`config.mk`:
```
export PLATFORM = sky130hd
export DESIGN_NAME = uart_rx_vote_sampler_flat
export DESIGN_NICKNAME = d
export VERILOG_FILES = /design/src/rtl/uart_rx_pkg.sv /design/src/rtl/uart_rx_vote_sampler_if.sv /design/src/rtl/oversample_counter.sv /design/src/rtl/uart_rx_vote_sampler.sv /design/src/flat_wrapper.sv
export SDC_FILE = /design/constraint.sdc
export NUM_CORES = 1
export LEC_CHECK = 0
export CELL_PAD_IN_SITES_DETAIL_PLACEMENT = 0
export CELL_PAD_IN_SITES_GLOBAL_PLACEMENT = 1
export CORE_ASPECT_RATIO = 1.2
export CORE_MARGIN = 5
export CORE_UTILIZATION = 45
export CTS_CLUSTER_DIAMETER = 200
export CTS_CLUSTER_SIZE = 14
export DETAILED_ROUTE_END_ITERATION = 7
export PLACE_DENSITY = 0.84
export SYNTH_ARGS = -nofsm -noshare
export SYNTH_HDL_FRONTEND = slang
export SYNTH_SLANG_ARGS = --single-unit
```
`constraint.sdc`:
```
create_clock -name i_clk -period 4.3 [get_ports i_clk]
set_clock_uncertainty 0.15 [all_clocks]
set_input_delay 0.86 -clock i_clk [delete_from_list [all_inputs] [get_ports i_clk]]
set_output_delay 0.86 -clock i_clk [all_outputs]
set_load 0.005 [all_outputs]
```
`src/rtl/uart_rx_pkg.sv`:
```
// Shared constants and clamp helpers for the UART RX oversampling path.
package uart_rx_pkg;

    localparam int unsigned MIN_PRESCALE  = 6;
    localparam int unsigned MIN_FRAME_LEN = 2;
    localparam logic        IDLE_LEVEL    = 1'b1;

    // Odd ratios have no centre edge, so bit 0 is dropped before clamping.
    function automatic logic [31:0] eff_prescale(input logic [31:0] p);
        logic [31:0] even;
        even = p & ~32'd1;
        return (even < 32'(MIN_PRESCALE)) ? 32'(MIN_PRESCALE) : even;
    endfunction

    function automatic logic [31:0] eff_frame_len(input logic [31:0] l);
        return (l < 32'(MIN_FRAME_LEN)) ? 32'(MIN_FRAME_LEN) : l;
    endfunction

endpackage

```
`src/rtl/uart_rx_vote_sampler_if.sv`:
```
// Bundle between the RX FSM (master) and the oversampling vote sampler (slave).
interface uart_rx_vote_sampler_if #(
    parameter int PRESCALE_W = 6,
    parameter int BIT_CNT_W  = 4
);
    // No backpressure: dat_samp_en is a level enable, and sample_valid /
    // frame_done are single-cycle strobes the master must take when they fire.
    logic                  rx_in;
    logic [PRESCALE_W-1:0] prescale;
    logic [BIT_CNT_W-1:0]  frame_len;
    logic                  dat_samp_en;
    logic [PRESCALE_W-1:0] edge_cnt;
    logic [BIT_CNT_W-1:0]  bit_cnt;
    logic                  sampled_bit;
    logic                  sample_valid;
    logic                  noise_err;
    logic                  frame_done;

    modport master (
        output rx_in, prescale, frame_len, dat_samp_en,
        input  edge_cnt, bit_cnt, sampled_bit, sample_valid, noise_err, frame_done
    );

    modport slave (
        input  rx_in, prescale, frame_len, dat_samp_en,
        output edge_cnt, bit_cnt, sampled_bit, sample_valid, noise_err, frame_done
    );
endinterface

```
`src/rtl/oversample_counter.sv`:
```
// Edge/bit position counter with prescale and frame length latched on enable rise.
module oversample_counter
    import uart_rx_pkg::*;
#(
    parameter int PRESCALE_W = 6,
    parameter int BIT_CNT_W  = 4
) (
    input  logic                  i_clk,
    input  logic                  i_rst_n,
    input  logic                  i_en,
    input  logic [PRESCALE_W-1:0] i_prescale,
    input  logic [BIT_CNT_W-1:0]  i_frame_len,
    output logic [PRESCALE_W-1:0] o_edge_cnt,
    output logic [BIT_CNT_W-1:0]  o_bit_cnt,
    output logic [PRESCALE_W-1:0] o_period,
    output logic                  o_frame_done
);

    logic                  r_en_d;
    logic                  r_active;
    logic [PRESCALE_W-1:0] r_period;
    logic [BIT_CNT_W-1:0]  r_frame_len;
    logic [PRESCALE_W-1:0] r_edge_cnt;
    logic [BIT_CNT_W-1:0]  r_bit_cnt;
    logic                  r_frame_done;
    logic                  w_rise;
    logic                  w_edge_last;
    logic                  w_edge_penult;
    logic                  w_bit_last;

    assign w_rise        = i_en & ~r_en_d;
    assign w_edge_last   = (r_edge_cnt == r_period - PRESCALE_W'(1));
    assign w_edge_penult = (r_edge_cnt == r_period - PRESCALE_W'(2));
    assign w_bit_last    = (r_bit_cnt == r_frame_len - BIT_CNT_W'(1));

    // r_en_d resets high and r_active low so an enable already high at reset
    // release does not start counting; a fresh low-to-high transition is needed.
    always_ff @(posedge i_clk or negedge i_rst_n) begin
        if (!i_rst_n) begin
            r_en_d       <= 1'b1;
            r_active     <= 1'b0;
            r_period     <= PRESCALE_W'(MIN_PRESCALE);
            r_frame_len  <= BIT_CNT_W'(MIN_FRAME_LEN);
            r_edge_cnt   <= '0;
            r_bit_cnt    <= '0;
            r_frame_done <= 1'b0;
        end else begin
            r_en_d       <= i_en;
            r_frame_done <= 1'b0;
            if (!i_en) begin
                r_active   <= 1'b0;
                r_edge_cnt <= '0;
                r_bit_cnt  <= '0;
            end else if (w_rise) begin
                // The rise cycle itself is edge 0, so the next edge is 1.
                r_active    <= 1'b1;
                r_period    <= PRESCALE_W'(eff_prescale(32'(i_prescale)));
                r_frame_len <= BIT_CNT_W'(eff_frame_len(32'(i_frame_len)));
                r_edge_cnt  <= PRESCALE_W'(1);
                r_bit_cnt   <= '0;
            end else if (r_active) begin
                r_frame_done <= w_edge_penult & w_bit_last;
                if (w_edge_last) begin
                    r_edge_cnt <= '0;
                    r_bit_cnt  <= w_bit_last ? '0 : r_bit_cnt + BIT_CNT_W'(1);
                end else begin
                    r_edge_cnt <= r_edge_cnt + PRESCALE_W'(1);
                end
            end
        end
    end

    assign o_edge_cnt   = r_edge_cnt;
    assign o_bit_cnt    = r_bit_cnt;
    assign o_period     = r_period;
    assign o_frame_done = r_frame_done;

endmodule

```
`src/rtl/uart_rx_vote_sampler.sv`:
```
// UART RX bit sampler: rx_in synchroniser, oversample counter and 3-sample mid-bit vote.
module uart_rx_vote_sampler
    import uart_rx_pkg::*;
#(
    parameter int PRESCALE_W  = 6,
    parameter int BIT_CNT_W   = 4,
    parameter int SYNC_STAGES = 2
) (
    input  logic                   i_clk,
    input  logic                   i_rst_n,
    uart_rx_vote_sampler_if.slave  io_bus
);

    logic [SYNC_STAGES-1:0] r_sync;
    logic                   w_rx_s;
    logic                   r_s0;
    logic                   r_s1;
    logic                   r_sampled_bit;
    logic                   r_sample_valid;
    logic                   r_noise_err;
    logic [PRESCALE_W-1:0]  w_period;
    logic [PRESCALE_W-1:0]  w_half;
    logic [PRESCALE_W-1:0]  w_edge_cnt;
    logic                   w_vote_lo;
    logic                   w_vote_mid;
    logic                   w_vote_hi;
    logic                   w_maj;

    always_ff @(posedge i_clk or negedge i_rst_n) begin
        if (!i_rst_n) begin
            r_sync <= {SYNC_STAGES{IDLE_LEVEL}};
        end else begin
            r_sync <= {r_sync[SYNC_STAGES-2:0], io_bus.rx_in};
        end
    end

    assign w_rx_s = r_sync[SYNC_STAGES-1];

    oversample_counter #(
        .PRESCALE_W (PRESCALE_W),
        .BIT_CNT_W  (BIT_CNT_W)
    ) u_cnt (
        .i_clk        (i_clk),
        .i_rst_n      (i_rst_n),
        .i_en         (io_bus.dat_samp_en),
        .i_prescale   (io_bus.prescale),
        .i_frame_len  (io_bus.frame_len),
        .o_edge_cnt   (w_edge_cnt),
        .o_bit_cnt    (io_bus.bit_cnt),
        .o_period     (w_period),
        .o_frame_done (io_bus.frame_done)
    );

    assign w_half     = w_period >> 1;
    assign w_vote_lo  = (w_edge_cnt == w_half - PRESCALE_W'(1));
    assign w_vote_mid = (w_edge_cnt == w_half);
    assign w_vote_hi  = (w_edge_cnt == w_half + PRESCALE_W'(1));
    // The third sample is the live synchronised line at edge P/2+1; the vote
    // result is registered on that same edge and appears at edge P/2+2.
    assign w_maj      = (r_s0 & r_s1) | (r_s0 & w_rx_s) | (r_s1 & w_rx_s);

    always_ff @(posedge i_clk or negedge i_rst_n) begin
        if (!i_rst_n) begin
            r_s0           <= 1'b0;
            r_s1           <= 1'b0;
            r_sampled_bit  <= IDLE_LEVEL;
            r_sample_valid <= 1'b0;
            r_noise_err    <= 1'b0;
        end else begin
            r_sample_valid <= 1'b0;
            r_noise_err    <= 1'b0;
            if (!io_bus.dat_samp_en) begin
                r_s0 <= 1'b0;
                r_s1 <= 1'b0;
            end else begin
                if (w_vote_lo) r_s0 <= w_rx_s;
                if (w_vote_mid) r_s1 <= w_rx_s;
                if (w_vote_hi) begin
                    r_sampled_bit  <= w_maj;
                    r_sample_valid <= 1'b1;
                    r_noise_err    <= !((r_s0 == r_s1) && (r_s1 == w_rx_s));
                end
            end
        end
    end

    assign io_bus.edge_cnt     = w_edge_cnt;
    assign io_bus.sampled_bit  = r_sampled_bit;
    assign io_bus.sample_valid = r_sample_valid;
    assign io_bus.noise_err    = r_noise_err;

endmodule

```
`src/flat_wrapper.sv`:
```
// flat-port wrapper written by rule: the top's interface ports become plain ports
module uart_rx_vote_sampler_flat import uart_rx_pkg::*;
#(
    parameter int PRESCALE_W  = 6,
    parameter int BIT_CNT_W   = 4,
    parameter int SYNC_STAGES = 2
)
  (i_clk, i_rst_n, io_bus_rx_in, io_bus_prescale, io_bus_frame_len, io_bus_dat_samp_en, io_bus_edge_cnt, io_bus_bit_cnt, io_bus_sampled_bit, io_bus_sample_valid, io_bus_noise_err, io_bus_frame_done);
  uart_rx_vote_sampler_if #(.PRESCALE_W(PRESCALE_W), .BIT_CNT_W(BIT_CNT_W)) io_bus_i ();
  input  logic i_clk;
  input  logic i_rst_n;
  input wire logic [$bits(io_bus_i.rx_in)-1:0] io_bus_rx_in;
  input wire logic [$bits(io_bus_i.prescale)-1:0] io_bus_prescale;
  input wire logic [$bits(io_bus_i.frame_len)-1:0] io_bus_frame_len;
  input wire logic [$bits(io_bus_i.dat_samp_en)-1:0] io_bus_dat_samp_en;
  output wire logic [$bits(io_bus_i.edge_cnt)-1:0] io_bus_edge_cnt;
  output wire logic [$bits(io_bus_i.bit_cnt)-1:0] io_bus_bit_cnt;
  output wire logic [$bits(io_bus_i.sampled_bit)-1:0] io_bus_sampled_bit;
  output wire logic [$bits(io_bus_i.sample_valid)-1:0] io_bus_sample_valid;
  output wire logic [$bits(io_bus_i.noise_err)-1:0] io_bus_noise_err;
  output wire logic [$bits(io_bus_i.frame_done)-1:0] io_bus_frame_done;
  assign io_bus_i.rx_in = io_bus_rx_in;
  assign io_bus_i.prescale = io_bus_prescale;
  assign io_bus_i.frame_len = io_bus_frame_len;
  assign io_bus_i.dat_samp_en = io_bus_dat_samp_en;
  assign io_bus_edge_cnt = io_bus_i.edge_cnt;
  assign io_bus_bit_cnt = io_bus_i.bit_cnt;
  assign io_bus_sampled_bit = io_bus_i.sampled_bit;
  assign io_bus_sample_valid = io_bus_i.sample_valid;
  assign io_bus_noise_err = io_bus_i.noise_err;
  assign io_bus_frame_done = io_bus_i.frame_done;
  uart_rx_vote_sampler #(.PRESCALE_W(PRESCALE_W), .BIT_CNT_W(BIT_CNT_W), .SYNC_STAGES(SYNC_STAGES)) u_core (.i_clk(i_clk), .i_rst_n(i_rst_n), .io_bus(io_bus_i));
endmodule
```
# Word-level counts from Yosys, hierarchy flattened
# Index checks and enable logic that the tools add are counted.
# totals
regBits	30
# classes
bitwise	8
order_cmp	2
reduce_logical	5
n_mux	24
eq_ne	13
addsub	7
# op_table
op	n
$mux 6	5
$eq 6x6->1	4
$mux 4	6
$mux 1	13
$add 5x1->6 const B	1
$add 6x1->6 const B	1
$eq 6x5->1	1
$lt 6x3->1 const B	1
$ne 2x1->1 const B	3
$ne 3x1->1 const B	2
$reduce_and 2->1	3
$sub 5x1->6 const B	1
$sub 6x1->6 const B	1
$sub 6x2->6 const B	1
$and 1x1->1	5
$add 4x1->4 const B	1
$eq 4x4->1	1
$lt 4x2->1 const B	1
$sub 4x1->4 const B	1
$eq 1x1->1	2
$or 1x1->1	2
$logic_and 1x1->1	1
$logic_not 1->1	1
$not 1->1	1

# Longest topological paths before layout
# depth
ltp_word	7
depth_mapped	8
mapped_depth_nobuf	7

# By module
# Synthesis repeated with hierarchy kept, for this count alone.
# hier_totals
hier_cells	180
hier_area_um2	1774.2
# by_module_without_submodules
module	seq_area_each_um2	instances	area_per_inst_um2	cells_per_inst
oversample_counter	555.5	1	1219.9	119
uart_rx_vote_sampler	178.9	1	554.3	61

# Worst setup path before layout
# Ideal clock, no wire load.
# synth_path
path_type	flip-flop to flip-flop
startpoint	reg u_core.u_cnt.r_period[1], in the netlist u_core.u_cnt.o_period[1]
endpoint	reg u_core.u_cnt.r_bit_cnt[0], in the netlist u_core.u_cnt.o_bit_cnt[0]
path_buffers	1
required_time_ps	4071
path_slack_ps	1842
stages_incl_launch_ff	9
t_arrival_ps	2228
path_cell_list	dfstp_2 buf_2 inv_1 ha_1 xnor2_1 a211oi_2 o211ai_4 or4b_1 a21oi_1
# synth_via
elab_chain_len	4
# synth_lines
element	line_no	rtl
start, declared	oversample_counter.sv:21	logic [PRESCALE_W-1:0] r_period;
start signal, assigned	oversample_counter.sv:42	r_period <= PRESCALE_W'(MIN_PRESCALE);
start signal, assigned	oversample_counter.sv:57	r_period <= PRESCALE_W'(eff_prescale(32'(i_prescale)));
$sub 6x1->6	oversample_counter.sv:32	assign w_edge_last = (r_edge_cnt == r_period - PRESCALE_W'(1));
$eq 6x6->1	oversample_counter.sv:32	
$ne 3x1->1 (no line)	n/a	
$reduce_and 2->1 (no line)	n/a	
end signal, assigned	oversample_counter.sv:65	r_bit_cnt <= w_bit_last ? '0 : r_bit_cnt + BIT_CNT_W'(1);
end, declared	oversample_counter.sv:24	logic [BIT_CNT_W-1:0] r_bit_cnt;
# No other way between the ends.
# A chain may end at the register's enable or synchronous reset.

# Worst setup path after layout
# layout_path
startpoint	reg u_core.u_cnt.r_period[1], in the netlist u_core.u_cnt.o_period[1]
endpoint	reg u_core.u_cnt.r_edge_cnt[4], in the netlist u_core.u_cnt.o_edge_cnt[4]
# layout_via
elab_chain_len	6
# layout_lines
element	line_no	rtl
$sub 6x1->6	oversample_counter.sv:32	
$eq 6x6->1	oversample_counter.sv:32	
$mux 6	oversample_counter.sv:63	if (w_edge_last) begin
$mux 6	oversample_counter.sv:61	end else if (r_active) begin
$mux 6	oversample_counter.sv:54	end else if (w_rise) begin
$mux 6	oversample_counter.sv:50	if (!i_en) begin
end signal, assigned	oversample_counter.sv:67	r_edge_cnt <= r_edge_cnt + PRESCALE_W'(1);
end, declared	oversample_counter.sv:23	logic [PRESCALE_W-1:0] r_edge_cnt;
# No other way between the ends. The select of a mux whose other input is x is not followed.

==> results_dict.tcl <==
set metrics [dict create \
    tightest_slew_ns 0.540 \
    die_x_um 68.9 \
    grt.overflow.total 0 \
    post_cts_hold_buffer_count 0 \
    worst_path_max_stage_delay_ns 0.63 \
    clock_sinks 29 \
    post-route-min-period_ns 2.68 \
    hold_path_startpoint "u_core.r_sync[0]" \
    hold_violations 0 \
    detailed_placer_s_ending_hpwl_um 3020 \
    leak_pwr_nw 0.896 \
    worstReg2RegEnd "u_core.u_cnt.o_edge_cnt[4]" \
    final_cells 265 \
    synthesis.area_sq_um 1870 \
    dpl_cell_area_sq_um 2140 \
    detailedRoute.firstIterationViolations 68 \
    count_of_antenna_violating_nets_left_after_detailed_routing 0 \
    die_height_um 80.7 \
    cts.path.max_buffers 2 \
    critPathLaunchType "flop" \
    post-route-util_pct 56.5 \
    design.die.area_sq_um 5560 \
    count_of_vias_placed_by_the_detailed_router 1507 \
    arrival_ns 2.68 \
    number_of_global_route_vias_before_repair 1503 \
    worst-r2r-setup-slack_ns 1.62 \
    fin_crit_sh_pct 62.4 \
    insertedDiodeCount 0 \
    htreeDepth 2 \
    maximum_number_of_pins_on_one_net_before_global_route_repair 30 \
    ordered_list_of_cells_on_the_worst_path "inv_1, ha_1, xnor2_1, a2111oi_0, o211ai_2, a31oi_1, o21ai_0" \
    timing.critical_path.slowest_stage_cell "dfstp_2" \
    rows 25 \
    startpoint_of_the_most_critical_register_to_register_path "u_core.u_cnt.o_period[1]" \
    yosys.cell_types.count 55 \
    rsz0062_at_grt "false" \
    cts_tree "built" \
    synth.ff_latch_count 29 \
    layout.cell_area.non_filler_sq_um 2250 \
    insertion_delay_ns 0.27 \
    min_delay_worst_endpoint "u_core.r_sync[1]" \
    pin_count 28 \
    post-route-drc-count 0 \
    setup_viol_count_final 0 \
    layout-drive-gt1-share_pct 13.7 \
    global_route.usage.total_pct 16.3 \
    max_slew_margin_pct 63.1 \
    gp_routability_congestion 0.887 \
    post_cts_resize_count 0 \
    path_max_fanout 8 \
    clock-root-buffer "clkbuf_8" \
    wl_um 4000 \
    synth_nets 208 \
    areaGrowthSynthToFinish_pct 19.9 \
    yosysSeqAreaShare_pct 39.2 \
    layout_common_cells "26 x clkdlybuf4s50_1, 22 x dfrtp_1, 16 x nand2_1" \
    irDropWorstVdd_mv 0.196 \
    n_fill_cell 388 \
    hold_path_class "reg2reg" \
    syn-mean-instance-area_sq_um 10.0 \
    outcome "finished clean" \
    cts_setup_buffers 0 \
    rr_worst_depth 7 \
    maxSlewViolCount 0 \
    initial_antenna_violation_count 0 \
    post_synth_inst_count 187 \
    powerDensity_nw_per_um2 321 \
    max_cap_viol_count 0 \
    floorplan.initialDensity_pct 47.1 \
    async_flop_share_pct 100 \
    first_pass_grt_wire_length_um 6800 \
    worst_ep_required_time_ns 4.30 \
    fp.coreArea_sq_um 3970 \
    count_of_buffers_inserted_at_the_top_level_ports 26 \
    timing.fmax_ghz 0.373 \
    placed_cells 257 \
    cts_buffers 5 \
    layout_commonest_cell "clkdlybuf4s50_1" \
    hold_slack_ns 0.202 \
    critical_path_class "reg2reg" \
    worstHoldPathCells 0 \
    yosysWarningCount 0 \
    worst_setup_hold_path_clk_slew_ns 0.06 \
    synthFlopType "dfrtp_1" \
    nNetsFinal 231 \
    detail_route.wl_per_cell_um 15.1 \
    detail_route.vias_per_cell 5.69 \
    number_of_flops_mapped_to_enable_cells_by_yosys 0 \
    finalSetupTns_ns 0 \
    drt_pre_antenna_iters 4 \
    worstSetupEndpointType "flop" \
]
where the power goes:
group          switching [mW]  total (mW)  internal [mW]
Sequential             0.0320       0.327          0.295
Clock                   0.100       0.245          0.144
Combinational          0.0748       0.150         0.0749
per-stage QoR:
stage,setup WS (ns),total power [mW]
after floorplan,1.84,0.437
after global placement,1.44,0.476
after detailed placement,1.40,0.482
after CTS,1.65,0.732
after global routing,1.46,0.762
final,1.62,0.721
cells in the mapped netlist (2+ instances only):
cell type  instances  area share (%)
nand3_1            6             1.6
inv_1             11             2.2
nand2b_1           2            0.67
mux2_2             5             3.0
nor4_1             3             1.0
nor4b_1            2            0.94
xor2_1            11             5.1
a21boi_0           2            0.80
o211ai_1           2            0.80
o31ai_1            2            0.80
nand2_1           16             3.2
a211o_1            3             1.4
or4b_1             2             1.1
dfrtp_1           22              29
nor2_1             6             1.2
nand4_1            3             1.0
clkbuf_1           4            0.80
nor3_1             8             2.1
a32o_1             2             1.1
o21ai_0            7             1.9
dfstp_2            7             9.8
a31oi_1            3             1.0
a21oi_1            8             2.1
nand3b_1           2            0.80
ha_1               7             4.7
xnor2_1            8             3.7
mux2i_1            2             1.1
buf_2              2            0.53
buf_4              3             1.2
flip-flops by register name, summed over array words and instances, names as in the netlist:
register	flops
u_core.u_cnt.o_edge_cnt	6
u_core.io_bus.sampled_bit	1
u_core.io_bus.sample_valid	1
u_core.r_s1	1
u_core.io_bus.noise_err	1
u_core.u_cnt.r_frame_len	4
u_core.r_s0	1
u_core.u_cnt.o_bit_cnt	4
u_core.r_sync	2
u_core.u_cnt.r_en_d	1
u_core.u_cnt.r_active	1
u_core.u_cnt.o_frame_done	1
u_core.u_cnt.o_period	5
worst max-delay path by stage:
stage / start / end / slack (ns) / depth (start not counted)
detailed placement: io_bus_dat_samp_en / u_core.io_bus.sampled_bit / 1.40 / 5
global placement: io_bus_dat_samp_en / u_core.io_bus.sampled_bit / 1.44 / 5
CTS: u_core.u_cnt.o_period[1] / u_core.u_cnt.o_edge_cnt[4] / 1.65 / 7
finish: u_core.u_cnt.o_period[1] / u_core.u_cnt.o_edge_cnt[4] / 1.62 / 7
global route: u_core.u_cnt.o_period[1] / u_core.u_cnt.o_edge_cnt[4] / 1.46 / 7
floorplan: u_core.u_cnt.o_period[1] / u_core.u_cnt.o_bit_cnt[0] / 1.84 / 8
metal layers:
layer	routed length (um)	global-route usage, %
met5	0	0
met4	65	5.85
met3	144	3.50
met2	2060	28.4
met1	1730	19.2
worst max-delay path: cells and delay by family, from the launching register on:
kind | cells | cell delay (ns)
compound gates | 4 | 1.20
xor+xnor | 1 | 0.16
fa+ha+maj | 1 | 0.34
buf+inv | 1 | 0.09
flops | 1 | 0.63
area by class of cell:
class                           count  area (sq um)  share of cell area [%]
Clock inverter                      1          5.00                   0.223
Clock buffer                        7          96.3                    4.29
Tap cell                           54          67.6                    3.01
Inverter                           11          41.3                    1.84
Timing Repair Buffer               27           268                    11.9
Sequential cell                    29           734                    32.7
Multi-Input combinational cell    136          1030                    46.0
logic make-up after synthesis:
kind of cell	after synthesis	share of synthesized area [%]
buffers and inverters	22	5.61
flip-flops	29	39.2
XOR/XNOR	20	10.1
AND/OR/NAND/NOR	59	18.4
AO/OA/AOI/OAI	42	17.4
adder cells (fa/ha/maj)	7	4.68
multiplexers	8	4.68
Power figures use the tool's default switching activity.
